`src/rtl/riscv_pkg.sv`:
```
// Shared RV32I definitions: NOP encoding, base opcodes used by the decoder,
// and the fetch-stage state type.
package riscv_pkg;

  localparam logic [31:0] NOP = 32'h0000_0013;

  localparam logic [6:0] OPC_LUI      = 7'b0110111;
  localparam logic [6:0] OPC_AUIPC    = 7'b0010111;
  localparam logic [6:0] OPC_JAL      = 7'b1101111;
  localparam logic [6:0] OPC_JALR     = 7'b1100111;
  localparam logic [6:0] OPC_BRANCH   = 7'b1100011;
  localparam logic [6:0] OPC_LOAD     = 7'b0000011;
  localparam logic [6:0] OPC_STORE    = 7'b0100011;
  localparam logic [6:0] OPC_OP_IMM   = 7'b0010011;
  localparam logic [6:0] OPC_OP       = 7'b0110011;
  localparam logic [6:0] OPC_MISC_MEM = 7'b0001111;
  localparam logic [6:0] OPC_SYSTEM   = 7'b1110011;

  typedef enum logic [1:0] {
    FETCH = 2'd0,
    FLUSH = 2'd1,
    HOLD  = 2'd2
  } fetch_state_e;

  function automatic logic [31:0] word_align(input logic [31:0] addr);
    return {addr[31:2], 2'b00};
  endfunction

endpackage

```
`src/rtl/fetch_unit.sv`:
```
// Instruction fetch stage: owns the PC, issues one word read at a time and
// buffers the fetched instruction for the decoder; redirects discard wrong-path data.
//
// state | meaning
// FETCH | request outstanding (imem_req low only in the first cycle after reset)
// FLUSH | request outstanding, its data will be dropped, then fetch saved target
// HOLD  | instruction buffered, waiting for the decoder
module fetch_unit
  import riscv_pkg::*;
#(
  parameter logic [31:0] RESET_ADDR = 32'h0000_0000
) (
  input  logic        clk,
  input  logic        reset,
  output logic        imem_req,
  output logic [31:0] imem_addr,
  input  logic        imem_ready,
  input  logic [31:0] imem_rdata,
  output logic        instr_valid,
  input  logic        instr_ready,
  output logic [31:0] instr,
  output logic [31:0] instr_pc,
  input  logic        redirect_valid,
  input  logic [31:0] redirect_pc
);

  fetch_state_e state;
  logic [31:0]  pc;
  logic [31:0]  redirect_saved;
  logic [31:0]  target;

  assign target = word_align(redirect_pc);

  // pc only changes when no request is in flight, so it doubles as the registered address
  assign imem_addr = pc;

  always_ff @(posedge clk) begin
    if (reset) begin
      state          <= FETCH;
      pc             <= RESET_ADDR;
      imem_req       <= 1'b0;
      instr_valid    <= 1'b0;
      instr          <= NOP;
      instr_pc       <= RESET_ADDR;
      redirect_saved <= '0;
    end else begin
      case (state)
        FETCH: begin
          if (!imem_req) begin
            // nothing in flight yet, so a redirect can retarget directly
            imem_req <= 1'b1;
            if (redirect_valid) pc <= target;
          end else if (redirect_valid) begin
            if (imem_ready) begin
              pc <= target;
            end else begin
              redirect_saved <= target;
              state          <= FLUSH;
            end
          end else if (imem_ready) begin
            instr       <= imem_rdata;
            instr_pc    <= pc;
            instr_valid <= 1'b1;
            pc          <= pc + 32'd4;
            imem_req    <= 1'b0;
            state       <= HOLD;
          end
        end
        FLUSH: begin
          if (imem_ready) begin
            pc    <= redirect_valid ? target : redirect_saved;
            state <= FETCH;
          end else if (redirect_valid) begin
            redirect_saved <= target;
          end
        end
        HOLD: begin
          if (redirect_valid) begin
            instr_valid <= 1'b0;
            pc          <= target;
            imem_req    <= 1'b1;
            state       <= FETCH;
          end else if (instr_ready) begin
            instr_valid <= 1'b0;
            imem_req    <= 1'b1;
            state       <= FETCH;
          end
        end
        default: begin
          state    <= FETCH;
          imem_req <= 1'b1;
        end
      endcase
    end
  end

endmodule

```
`config.mk`:
```
export PLATFORM = sky130hd
export DESIGN_NAME = fetch_unit
export DESIGN_NICKNAME = d
export VERILOG_FILES = /design/src/rtl/riscv_pkg.sv /design/src/rtl/fetch_unit.sv
export SDC_FILE = /design/constraint.sdc
export NUM_CORES = 1
export LEC_CHECK = 0
export BUFFER_PORTS_ARGS = -buffer_cell sky130_fd_sc_hd__buf_2
export CAP_MARGIN = 10
export CORE_UTILIZATION = 54
export CTS_CLUSTER_DIAMETER = 200
export DETAILED_ROUTE_END_ITERATION = 7
export PLACE_DENSITY_LB_ADDON = 0.2
export REMOVE_ABC_BUFFERS = 1
export SYNTH_ARGS = -nofsm -noshare
export SYNTH_HDL_FRONTEND = slang
export SYNTH_SLANG_ARGS = --single-unit
```
`constraint.sdc`:
```
create_clock -name clk -period 3.1 [get_ports clk]
set_clock_uncertainty 0.15 [all_clocks]
set_input_delay 0.31 -clock clk [delete_from_list [all_inputs] [get_ports clk]]
set_output_delay 0.31 -clock clk [all_outputs]
set_load 0.005 [all_outputs]
```
==> results.md <==
* Fin. Hold Viols at 0
* Die area at 12800 um2
* Area of the multi-input gates at 3620 um2
* FF-to-FF End: imem_addr[19]$_SDFFE_PP0P_
* I/O Buffers at 164
* H-tree depth at 4
* Fmax at 370 MHz
* GRT Total Usage at 32.6%
* Non-Filler Instances at 1231
* CP Max Fanout at 13
* Clock group share of total power at 36.7%
* Hold depth at 3
* Area after DPL at 7560 um2
* Max Cap Violations at 0
* #FFs+latches synth at 132
* Mux cell area share after synthesis at 2.35%
* Placed cell count at 1145
* Clock slew seen by the registers of the worst setup and hold paths at 60 ps
* Sw power at 1.77 mW
* Congestion Overflow GR at 0
* Synth Warn # at 0
* Nets at 1146
* Worst Tran Pin Value at 788 ps
* Share of cells above drive strength 1 at 22.7%
* Synth Area per Inst at 7.54 um2
* Synthesis-to-finish area growth at 30.8%
* R2R Setup Slk at 390 ps
* Util after Layout at 72.4%
* Most numerous cell in the Yosys netlist: nand2_1
* RSZ-0062 raised after global routing: false
* Worst-Skew Late Latency at 430 ps
* Worst path arrival time at 2910 ps
* Pre-CTS setup slack at 507 ps
* Commonest register cell after synthesis: dfxtp_1
* Logic pwr share at 24.6%
* Top cells by area, synth: dfxtp_1, nand2_1, a21oi_1
* Max-slew headroom at 47.5%
* Critical Path Start: state[1]$_SDFFE_PP0P_
* CP Launch Type: flop
* Ys async rst share at 0%
* Die Y at 113 um
* Sw Share at 32.3%
* Post-Route WL at 20.8 mm
* Simple-Gate Fraction of Synth Area at 24.6%
* Tcrit/Tclk final at 87.3%
* Yosys top cell area share at 39.8%
* First-pass GRT wire length at 33.0 mm
* Die Width at 113 um
* Detailed Routing Iterations Pass 1 at 7
* Min Hold Slack at 5.25 ps
* # clock sinks at 132
* Worst path required time at 3300 ps
* R2R Path Start: state[1]$_SDFFE_PP0P_
* Post-Synth Adder-Cell Area at 0.941%
* Worst reg2reg path depth at 8
* Kind of critical path: reg2reg
* CTS root buf: clkbuf_16
* Fin worst setup slack at 395 ps
* Worst vdd ir at 0.361 mV
* Routability cong. at 0.901
* Count of final setup violators at 0
* Lkg Pwr at 3.58 nW
* Worst hold endpoint: redirect_saved[3]$_SDFFE_PP0P_
* Part of the power in registers at 38.7%
* # DRC at 0
* First DRT Iteration DRCs at 765
* Max clock buf depth at 2
* Register area share after synthesis at 39.8%
* WL/cell at 16.9 um
* Initial antenna violation count at 0
* Pin count of the biggest net entering global routing at 44
* Post-synth EDFFs at 0
* Core Region at 12000 um2
* Area fraction in compound gates after synthesis at 26.2%
* Register area at 2640 um2
* Crit path time final at 2710 ps
* Hold Path Class: in2reg
* Synth Area in XOR/XNOR at 0.132%
* # IOs at 167
* Synth cell count leaders: nand2_1, dfxtp_1, a21oi_1
* # diodes at 0
* Mapped Cells at 881
* Hold_sp: redirect_pc[3]
* Dpl hpwl at 13.3 mm
* Initial core utilization at 55.3%
* DR vias/cell at 5.93
* # rows at 40
* Via count at 7298
* Max Slew Vio Count at 0
* CTS tree: done
* Vias in the first global route at 6662
* Mapped cell area at 6650 um2
* Design area at 8690 um2
* Worst Setup End Kind: flop
* Int Power at 3.72 mW
* Cell Pwr Density at 632 nW/um2
* Largest family of logic cells by synthesized area: compound AO/OA/AOI/OAI gates
* Post-synth top area cell: dfxtp_1
* Layout fillers at 965
* Status: finished, final reports clean
* Antenna Nets Post-Route at 0
* CTS buffer count at 17
* Cell variety after synth at 71
[cell type report]
class	count	area share [%]
Clock inverter	10	1.53
Clock buffer	21	5.18
Inverter	21	0.907
Sequential cell	132	30.4
Tap cell	147	2.12
Multi-Input combinational cell	653	41.6
Timing Repair Buffer	247	18.2
[critical path, cell delays in order, from the launching register on]
cell and delay [ps]:
dfxtp_1 390, inv_1 80, ha_1 480, buf_4 280
nand2b_1 370, a32o_1 350, o21ai_0 250, a31oi_1 130
o21ai_0 150
[worst max path at each step]
| stage | endpoint | slack (ps) | cells after the start |
|---|---|---|---|
| 2_1_floorplan | imem_addr[20]$_SDFFE_PP0P_ | -130 | 7 |
| 3_3_place_gp | imem_addr[25]$_SDFFE_PP0P_ | 550 | 7 |
| 3_5_place_dp | imem_addr[19]$_SDFFE_PP0P_ | 510 | 8 |
| 4_1_cts | imem_addr[27]$_SDFFE_PP0P_ | 480 | 8 |
| 5_1_grt | imem_addr[27]$_SDFFE_PP0P_ | 240 | 8 |
| 6_report | imem_addr[19]$_SDFFE_PP0P_ | 390 | 8 |
[repair_timing]
| item | CTS | global route |
|---|---|---|
| setup buffers | 0 | 0 |
| endpoints found under the hold margin | 55 | 0 |
| hold buffers | 55 | 0 |
| resized for setup | 0 | 0 |
| endpoints found under the setup margin | 0 | 0 |
[per-layer routing]
| layer | share of wire (%) | up-vias | global-route usage [%] |
|---|---|---|---|
| li1 | - | 3508 | - |
| met5 | 0 | - | 0 |
| met3 | 8.6 | 44 | 7.28 |
| met1 | 42 | 3384 | 40.9 |
| met2 | 47 | 362 | 54.0 |
| met4 | 2.4 | 0 | 14.0 |
[sequential cells by signal (all words and copies together) (netlist names)]
signal,cells
redirect_saved,32
imem_addr,32
instr,32
state,2
instr_pc,32
instr_valid,1
imem_req,1
[placed cells by master, fill, tap and decap left out, drive strengths merged, types with 5 or more instances in the layout]
| cell type | Yosys | final |
|---|---|---|
| nand2 | 236 | 236 |
| inv | 21 | 21 |
| mux2 | 5 | 5 |
| o22ai | 8 | 8 |
| nor2 | 25 | 25 |
| a22oi | 9 | 9 |
| dlygate4sd3 | 0 | 55 |
| a21oi | 126 | 126 |
| clkinv | 0 | 7 |
| o21ai | 38 | 38 |
| a31oi | 7 | 7 |
| a221oi | 11 | 11 |
| a211oi | 12 | 12 |
| and3 | 6 | 6 |
| nor4 | 7 | 7 |
| mux2i | 10 | 10 |
| o211ai | 6 | 6 |
| o21a | 6 | 6 |
| clkbuf | 49 | 21 |
| nand4 | 14 | 14 |
| or3 | 5 | 5 |
| buf | 26 | 192 |
| nor3 | 13 | 13 |
| a21o | 7 | 7 |
| dfxtp | 132 | 132 |
| nand3 | 23 | 23 |
| and4 | 5 | 5 |
| o2bb2ai | 5 | 5 |
| ha | 5 | 5 |
[power by group through the flow]
stage	Sequential (mW)	Combinational [mW]	Clock, mW
after floorplan	2.09	0.746	0
final	2.12	1.35	2.02
after global routing	2.15	1.47	2.11
after CTS	2.11	1.33	2.03
after detailed placement	2.15	1.27	0
after global placement	2.14	1.25	0
[cell families (layout without fill, tap and decap cells)]
group / after synthesis / after routing
AND/OR/NAND/NOR: 358 / 358
AO/OA/AOI/OAI: 274 / 274
flip-flops: 132 / 132
buffers and inverters: 96 / 299
multiplexers: 15 / 15
adder cells (fa/ha/maj): 5 / 5
XOR/XNOR: 1 / 1
[per-stage QoR]
step           total power [mW]  setup TNS, ps
2_1_floorplan              2.84           -162
4_1_cts                    5.48              0
6_report                   5.49              0
3_3_place_gp               3.39              0
3_5_place_dp               3.42              0
5_1_grt                    5.74              0
Power figures use the tool's default switching activity.
